### src/rtl/mul_pkg.sv
// Shared constants and types for the 64-bit multiplier datapath.
package mul_pkg;

  localparam int unsigned MUL_WIDTH = 64;
  localparam int unsigned CPA_SEG_W = 16;

  typedef enum logic [1:0] {
    CPA_IDLE,
    CPA_ADD,
    CPA_DONE
  } cpa_state_t;

endpackage

### src/rtl/seg_adder.sv
// Combinational SEG_W-bit adder with carry in/out; one segment of the sequential CPA.
module seg_adder #(
  parameter int unsigned SEG_W = 16
) (
  input  logic [SEG_W-1:0] a,
  input  logic [SEG_W-1:0] b,
  input  logic             cin,
  output logic [SEG_W-1:0] s,
  output logic             cout
);

  assign {cout, s} = {1'b0, a} + {1'b0, b} + {{SEG_W{1'b0}}, cin};

endmodule

### src/rtl/cpa_seg64.sv
// Sequential segmented carry-propagate adder: result = sum_i + (carry_i << 1), SEG_W bits per cycle.
// Optional CPA_COUT_EN adds a cout port carrying bit 64 of the addition.
module cpa_seg64
  import mul_pkg::*;
#(
  parameter int unsigned WIDTH = MUL_WIDTH,
  parameter int unsigned SEG_W = CPA_SEG_W
) (
  input  logic             clk,
  input  logic             rst_n,
  input  logic             in_valid,
  output logic             in_ready,
  input  logic [WIDTH-1:0] sum_i,
  input  logic [WIDTH-1:0] carry_i,
  output logic             out_valid,
  input  logic             out_ready,
  output logic [WIDTH-1:0] result
`ifdef CPA_COUT_EN
  ,
  output logic             cout
`endif
);

  localparam int unsigned NSEG  = WIDTH / SEG_W;
  localparam int unsigned IDX_W = (NSEG > 1) ? $clog2(NSEG) : 1;
  localparam logic [IDX_W-1:0] LastIdx = IDX_W'(NSEG - 1);

  if (WIDTH != 64) begin : g_bad_width
    $error("cpa_seg64: WIDTH must be 64");
  end
  if (!(SEG_W == 8 || SEG_W == 16 || SEG_W == 32 || SEG_W == 64)) begin : g_bad_seg_w
    $error("cpa_seg64: SEG_W must be 8, 16, 32 or 64");
  end

  cpa_state_t       state_q;
  logic [WIDTH-1:0] a_q, b_q, result_q;
  logic [IDX_W-1:0] idx_q;
  logic             carry_q;
  logic [SEG_W-1:0] seg_a, seg_b, seg_s;
  logic             seg_c;

  // The top carry bit has weight 2^64 after the shift and is dropped.
  logic unused_carry_msb;
  assign unused_carry_msb = carry_i[WIDTH-1];

  always_comb begin
    seg_a = a_q[idx_q*SEG_W +: SEG_W];
    seg_b = b_q[idx_q*SEG_W +: SEG_W];
  end

  seg_adder #(
    .SEG_W(SEG_W)
  ) u_seg_adder (
    .a   (seg_a),
    .b   (seg_b),
    .cin (carry_q),
    .s   (seg_s),
    .cout(seg_c)
  );

`ifdef CPA_COUT_EN
  logic cout_q;
`endif

  always_ff @(posedge clk) begin
    if (!rst_n) begin
      state_q  <= CPA_IDLE;
      a_q      <= '0;
      b_q      <= '0;
      result_q <= '0;
      idx_q    <= '0;
      carry_q  <= 1'b0;
`ifdef CPA_COUT_EN
      cout_q   <= 1'b0;
`endif
    end else begin
      unique case (state_q)
        CPA_IDLE: begin
          if (in_valid) begin
            a_q     <= sum_i;
            b_q     <= {carry_i[WIDTH-2:0], 1'b0};
            carry_q <= 1'b0;
            idx_q   <= '0;
            state_q <= CPA_ADD;
          end
        end
        CPA_ADD: begin
          result_q[idx_q*SEG_W +: SEG_W] <= seg_s;
          carry_q <= seg_c;
          if (idx_q == LastIdx) begin
            idx_q   <= '0;
            state_q <= CPA_DONE;
`ifdef CPA_COUT_EN
            cout_q  <= seg_c;
`endif
          end else begin
            idx_q <= idx_q + 1'b1;
          end
        end
        CPA_DONE: begin
          if (out_ready) state_q <= CPA_IDLE;
        end
        default: state_q <= CPA_IDLE;
      endcase
    end
  end

  assign in_ready  = (state_q == CPA_IDLE);
  assign out_valid = (state_q == CPA_DONE);
  assign result    = result_q;
`ifdef CPA_COUT_EN
  assign cout      = cout_q;
`endif

endmodule

### config.mk
export PLATFORM = sky130hd
export DESIGN_NAME = cpa_seg64
export DESIGN_NICKNAME = d
export VERILOG_FILES = /design/src/rtl/mul_pkg.sv /design/src/rtl/seg_adder.sv /design/src/rtl/cpa_seg64.sv
export SDC_FILE = /design/constraint.sdc
export NUM_CORES = 1
export LEC_CHECK = 0
export CAP_MARGIN = 20
export CORE_ASPECT_RATIO = 1.4
export CORE_MARGIN = 3
export CORE_UTILIZATION = 25
export CTS_CLUSTER_DIAMETER = 40
export DETAILED_ROUTE_END_ITERATION = 7
export SLEW_MARGIN = 20
export SYNTH_ARGS = -nofsm -noshare
export SYNTH_HDL_FRONTEND = slang
export SYNTH_HIERARCHICAL = 1
export SYNTH_SLANG_ARGS = --single-unit
### constraint.sdc
create_clock -name clk -period 7.1 [get_ports clk]
set_input_delay 1.775 -clock clk [delete_from_list [all_inputs] [get_ports clk]]
set_output_delay 1.775 -clock clk [all_outputs]
set_load 0.01 [all_outputs]
==> results of run 1 <==
==> worst paths after layout <==
| kind | start | end | depth (start not counted) |
|---|---|---|---|
| min | a_q[28] | a_q[28] | 2 |
| max reg2reg | idx_q[0] | result[58] | 11 |
| min reg2reg | a_q[28] | a_q[28] | 2 |
| max | idx_q[0] | result[58] | 11 |
==> cell type report <==
cell class / instances / area, um2 / share of cell area
Tap cell: 451 / 564 / 0.0489
Multi-Input combinational cell: 630 / 4380 / 0.379
Clock inverter: 14 / 191 / 0.0166
Clock buffer: 18 / 439 / 0.0381
Timing Repair Buffer: 202 / 2010 / 0.174
Sequential cell: 196 / 3930 / 0.340
Inverter: 7 / 26.3 / 0.00228
Antenna cell: 1 / 2.50 / 0.000217
==> Yosys cell counts (5+ instances only) <==
library cell  count
dfxtp_1         196
mux4_2           31
o21ai_0           5
clkbuf_1         26
inv_1             7
a21boi_0         97
nand2_1         292
xor2_1            5
a21oi_1          10
a21boi_1         30
xnor2_1           9
a32o_1           38
nor2b_1           5
o22ai_1          16
buf_2            29
a32o_2           10
ha_1             20
buf_6            12
==> cell usage in the layout (no fill, tap or decap), types with 2 or more instances in the layout <==
cell,count
nor2_1,4
nand3_1,4
o22ai_1,16
nand2b_1,2
a32o_1,38
and4b_1,2
inv_1,7
xnor2_1,9
clkdlybuf4s50_1,195
mux4_2,31
bufinv_16,3
dfxtp_2,2
mux2i_1,2
o21a_1,3
o21ai_2,2
buf_4,6
a21oi_1,10
nor3b_1,2
fa_1,2
o21ai_0,5
nor2b_1,5
clkbuf_16,17
a21oi_2,3
nand2_1,292
clkinvlp_4,2
inv_6,3
ha_1,20
nor4b_1,2
dfxtp_1,194
xor2_1,5
a21o_1,4
a22oi_1,2
a21boi_1,30
a21boi_2,3
o21bai_1,4
a21boi_0,97
inv_8,3
a32o_2,10
clkinv_4,3
==> state kept, by name (all words and copies together), names as in the netlist <==
| signal | flops |
|---|---|
| result | 64 |
| state_q | 2 |
| b_q | 63 |
| carry_q | 1 |
| a_q | 64 |
| idx_q | 2 |
==> power breakdown <==
part	switching, mW	internal (mW)	total [mW]
clock network	0.463	0.576	1.04
registers	0.0252	1.14	1.17
logic	0.181	0.164	0.345
total	0.670	1.88	2.55
==> worst min-delay path: stages, from the launching register on <==
cell	delay (ns)
dfxtp_1	0.31
nand2_1	0.05
a21boi_1	0.05
==> layer usage <==
| metal | vias up | wire length, um | part of all wire |
|---|---|---|---|
| li1 | 3481 | - | - |
| met1 | 3350 | 11200 | 0.43 |
| met2 | 157 | 12800 | 0.50 |
| met3 | 36 | 879 | 0.034 |
| met4 | 0 | 947 | 0.037 |
| met5 | - | 0 | 0 |
==> stage by stage <==
step,std cells,total power [mW],hold WS (ns)
floorplan,906,1.39,0.432
global placement,1486,1.54,0.441
detailed placement,1486,1.55,0.445
CTS,1518,2.60,0.455
global route,1519,2.66,0.468
finish,1519,2.55,0.451
==> cells by family (layout without fill, tap and decap cells) <==
family,count (synthesis),count (layout),synth area share
flip-flops,196,196,0.449
XOR/XNOR,14,14,0.0140
AO/OA/AOI/OAI,238,238,0.218
multiplexers,33,33,0.0822
adder cells (fa/ha/maj),22,22,0.0332
other,0,1,0
AND/OR/NAND/NOR,323,323,0.152
buffers and inverters,80,241,0.0506
==> results.txt, run 1 <==
The async set-or-reset flop fraction in the synthesized netlist is 0, and the weighted congestion at the end of routability-driven global placement is 0.777. The maximum net fanout on the critical path is 33. The logs give 113 for the pin count of the biggest net entering global routing and 0.46 ns for the clock latency on the worst-skew pair.

The fraction of layout instances using a drive strength above 1 works out to 0.0956. The global routing stage identified its most utilized layer as met2. STA classifies the critical path startpoint as a flop. Buffers added to address setup during post-CTS repair amount to 0.

Data on the critical path arrives at its endpoint at 4.29 ns. The root buffer cell is clkbuf_16. During synthesis, Yosys emitted a total of 6 warnings.

IR analysis of the VDD net gives a maximum drop of 120 uV. The final routed wirelength across all metal layers was 25800 um; the slew of the pin with the lowest slew margin was 1.05 ns. Prior to clock tree synthesis, the placed netlist has a worst setup slack of 2.93 ns. The total congestion overflow after global routing is 0.

The run finished with clean final reports. The net count after synthesis came out at 1060. The run gives 0.0237 as the met3 layer usage reported by global route. Number of buffer and inverter stages on the critical path: 1. The met2 capacity usage during global routing came out at 0.240.

STA puts the critical path data required time at 7.45 ns. The maximum single-stage delay on the critical path came out at 0.66 ns. The region available for standard cell placement spans 34200 um2.

The average vias per placed instance is 4.62, and the total power density per cell area is 221 nW/um2. The floorplan die width is 164 um, and the proportion of netlist area held by the largest area contributor is 0.449. The cell area after technology mapping came out at 8730 um2. Clock-pin slew was measured on the worst setup and hold paths at 0.07 ns. The signal on the critical path passes through buf_4, mux4_2, fa_1, a21oi_2, o21ai_2, a2111oi_2, o31ai_1, a21oi_1, xnor2_1, nand2_1, o22ai_1. The run gives 0.254 GHz as the highest clock frequency the design can meet. Summed over all failing endpoints, the final setup total negative slack is 0 ns. In the routed design, unresolved DRC markers number 0.

Dividing the detail-routed wire length by the instance count gives 17.0 um. Setup violations remaining at the end of the flow were counted as 0. The clock skew after layout was 0.0165 ns; the max-cap violation count was 0.

The starting density of the core was 0.255; the HPWL after detailed placement was 18900 um. STA classifies the critical path endpoint as a flop. The run gives 0.140 as the global router's overall resource usage.

Ranked by total cell area, the synthesized netlist is headed by dfxtp_1 45%, nand2_1 13%, a21boi_0 8.3%, mux4_2 8.0%, a32o_1 4.4%. At the end of the flow, the number of nets in the layout was 1208. The run gives 3.16 ns as the worst reg-to-reg setup slack.

The floorplan die height came out at 227 um. Cell with the largest stage delay on the worst path: mux4_2. The mean instance size in the synthesized netlist came out at 9.64 um2. The finished cells cover 11500 um2. The path class of the tightest hold or removal check is reg2reg. The number of enable flip-flop cells after synthesis is 0, and the global-route wire length before repair is 39400 um. The worst path meets setup with 3.16 ns of slack. In this run, the number of DRC markers left after iteration 0 of detailed routing was 492. The post-route clock period utilization is 0.555, and the maximum number of buffers from clock root to sink is 2. The tools report the sequential fraction of the synthesis area as 0.449.

The normalized max-slew margin is 0.299, and the area added between synthesis and finish is 32.1%. In this run, distinct cell masters in the synthesized netlist total 55. Setup repair after global routing left no endpoint under its margin. In the synthesized netlist, the number of instances is 906. The detail route stage leaves a number of antenna-violating nets equal to 0. The final count of pins violating max slew came out at 0. Summed over all cells, the static leakage comes to 4.16 nW. Row generation in the floorplan step produced 80 rows. TritonCTS built the clock tree. After synthesis the netlist holds a flip-flop and latch count of 196. Grouping stages by cell kind, the critical path spends the most delay in compound AO/OA/AOI/OAI gates. For the via count of the first global-routing pass, the log shows 6885.

Input and output buffers added on the ports amount to 196. The met1 track utilization from global routing is 0.171. The clock tree synthesis step divided the H-tree into 4 levels.

After filler insertion, the fill cell instance count of the layout stands at 3553. The floorplan step defined a die boundary enclosing 37200 um2. The smallest clock period supported by the final layout is computed as 3.94 ns. Summed over all instances, the cell type with the most area after synthesis is dfxtp_1. During I/O placement, the number of pins put on the boundary was 198. The initial antenna violation count came out at 1. The routed layout has 7024 vias. The type of the worst setup path was reg2reg. The tree built by TritonCTS fans out to 196 sinks. Buffers inserted during clock tree synthesis total 17. Once placement finished, the instance area stood at 10900 um2.

The number of hold buffers added after CTS was 0. Gates resized during post-CTS repair numbered 0. Utilization after layout: 0.337. The flip-flop cell with the highest count after synthesis is dfxtp_1. The tools report the count of TritonRoute iterations in the first routing pass as 7. For the final-report hold violation count, the log shows 0.
Power figures use the tool's default switching activity.
==> run 2, diff against run 1 <==
- clock period: 7.1 -> 3.62 ns (I/O delays scaled with it)
==> results.txt, run 2 (same netlist as run 1, synthesis figures left out) <==
The total power density per cell area works out to 416 nW/um2 (was 221 nW/um2). The most common cell after layout, fill and taps aside was nand2_1 (unchanged). The area added between synthesis and finish was 32.6% (was 32.1%); the count of port buffers added during placement was 196 (unchanged). TritonCTS built the clock tree. The clock transition at the registers of the reported paths was 0.07 ns (about the same); the total number of vias was 7039 (was 7024). Endpoint class of the critical path: a flop (unchanged). The startpoint type of the worst setup path is a flop (unchanged).

Setup repair after global routing left no endpoint under its margin. The slew of the pin with the lowest slew margin was 0.962 ns (was 1.05 ns); the final routed wirelength across all metal layers was 26000 um (was 25800 um). The final total negative setup slack is 0 ns (unchanged). The flow ran to the end, and the final reports show no timing, DRC or antenna violations. The total number of H-tree levels came out at 4 (unchanged). The floorplan die height works out to 227 um (unchanged).

The post-CTS setup repair buffer count came out at 0 (unchanged). The logs give 0.139 (was 0.140) for the global router's overall resource usage and 1214 (was 1208) for the layout net count. The run gives 1 (unchanged) as the initial antenna violation count. Worst min-delay path class: reg2reg (unchanged). The count of TritonRoute iterations in the first routing pass is 4 (was 7).

For the starting density of the core, the log shows 0.255 (unchanged). Average vias per placed instance: 4.62 (about the same). The overall die area is 37200 um2 (unchanged). The max-cap violation count was 0 (unchanged).

Top library cells by usage in the layout, fill and taps aside: 292 x nand2_1, 195 x clkdlybuf4s50_1, 194 x dfxtp_1 (unchanged). The tools report the clock skew after layout as 0.0123 ns (was 0.0165 ns). The critical path required time is 3.96 ns (was 7.45 ns). The static leakage is 4.18 nW (was 4.16 nW), and the final-report hold violation count is 0 (unchanged). For the final count of pins violating max slew, the log shows 0 (unchanged). The I/O pin count came out at 198 (unchanged).

The tools report the residual DRC count as 0 (unchanged). Global-route wire length before repair: 39000 um (was 39400 um). The number of buffer and inverter stages on the critical path came out at 0 (was 1). The logs give 11000 um2 (was 10900 um2) for the area after detailed placement and 0.356 (was 0.299) for the normalized max-slew margin. The root buffer cell is clkbuf_16 (unchanged).

The weighted congestion at the end of routability-driven global placement was 0.803 (was 0.777). Highest clock frequency the design can meet: 0.294 GHz (was 0.254 GHz). The core box area was 34200 um2 (unchanged); the finished layout cell area was 11600 um2 (was 11500 um2). The HPWL after detailed placement is 18900 um (about the same). The post-route clock period utilization was 0.940 (was 0.555).

The maximum number of buffers from clock root to sink was 2 (unchanged); the total congestion overflow after global routing was 0 (unchanged). The maximum single-stage delay on the critical path was 0.54 ns (was 0.66 ns). The count of standard-cell rows is 80 (unchanged). Kind of cell adding the most delay to the critical path: compound AO/OA/AOI/OAI gates (unchanged). The tools report the clock sink total as 196 (unchanged). The number of DRC markers in iteration 0 was 452 (was 492). The number of clock buffers inserted by TritonCTS came out at 17 (unchanged). Worst-path cell chain: mux4_2, fa_1, fa_1, a21oi_2, o21ai_2, a21oi_2, o221ai_2, a221o_1, a21o_1, a22oi_1, nor2b_1 (was buf_4, mux4_2, fa_1, a21oi_2, o21ai_2, a2111oi_2, o31ai_1, a21oi_1, xnor2_1, nand2_1, o22ai_1). The type of the worst setup path is reg2reg (unchanged).

The clock latency on the worst-skew pair came out at 0.45 ns (was 0.46 ns). The maximum net fanout on the critical path is 4 (was 33), and the via count of the first global-routing pass is 6989 (was 6885). The clock period minus worst slack was 3.40 ns (was 3.94 ns). The cell with the largest stage delay on the worst path was mux4_2 (unchanged). The tools report the pin count of the biggest net entering global routing as 128 (was 113). The floorplan die width is 164 um (unchanged), and the maximum vdd ir drop is 234 uV (was 120 uV). The number of nets still failing antenna checks after routing was 0 (unchanged); the detailed-route wire length per cell was 17.0 um (about the same). The number of failing setup endpoints in the final timing report is 0 (unchanged), and the fraction of layout instances using a drive strength above 1 is 0.103 (was 0.0956). The worst endpoint data arrival time was 3.75 ns (was 4.29 ns).
==> run 2: cell count changes in the layout (fill, tap and decap cells not counted), moves of 2 or more <==
cell / before / now
xnor2_1: 9 / 7
buf_12: 0 / 3
bufinv_16: 3 / 0
xnor2_2: 0 / 2
clkinvlp_4: 2 / 4
buf_4: 6 / 9
inv_6: 3 / 5
inv_8: 3 / 1
==> run 2: worst register-to-register path: stages (launching register included) <==
cell and delay (ns):
dfxtp_2 0.39, mux4_2 0.54, fa_1 0.47, fa_1 0.44, a21oi_2 0.20, o21ai_2 0.13, a21oi_2 0.22, o221ai_2 0.15
a221o_1 0.33, a21o_1 0.19, a22oi_1 0.17, nor2b_1 0.06
==> run 2: layout make-up <==
type,instances,area (um2)
fill,3577,22700
tap,451,564
antenna,1,2.50
clock buffer,18,439
multi-input combinational,630,4410
inverter,7,26.3
sequential,196,3930
clock inverter,14,120
timing repair buffer,208,2090
==> run 2: worst paths after layout <==
path              startpoint  endpoint  slack (ns)  depth (start not counted)
hold / removal       a_q[15]   a_q[15]        0.45                          2
hold reg to reg      a_q[15]   a_q[15]        0.45                          2
setup / recovery    idx_q[0]   carry_q        0.22                         11
setup reg to reg    idx_q[0]   carry_q        0.22                         11
==> run 2: repair_timing <==
item                                    CTS  global route
endpoints found under the setup margin    0             6
gates resized for setup                   0             4
hold buffers                              0             0
==> run 2: power breakdown <==
group | switching (mW) | internal [mW]
registers | 0.0469 | 2.24
logic | 0.365 | 0.339
clock network | 0.904 | 0.916
total | 1.32 | 3.50
==> run 2: per-layer routing <==
metal,part of all wire,vias to the layer above,GRT usage
li1,-,3485,-
met1,0.42,3364,0.166
met2,0.51,157,0.243
met3,0.036,33,0.0235
met4,0.032,0,0.0644
met5,0,-,0
==> run 2: through the flow <==
stage / std cells / util / hold WS (ns) / power (mW) / setup WS (ns)
after floorplan: 906 / - / 0.432 / 2.74 / 0.0174
after global placement: 1492 / 0.321 / 0.440 / 3.04 / 0.173
after detailed placement: 1492 / 0.321 / 0.446 / 3.05 / 0.155
after CTS: 1524 / 0.337 / 0.456 / 4.89 / 0.136
after global routing: 1525 / 0.338 / 0.474 / 5.04 / 0.0109
final: 1525 / 0.338 / 0.453 / 4.82 / 0.218
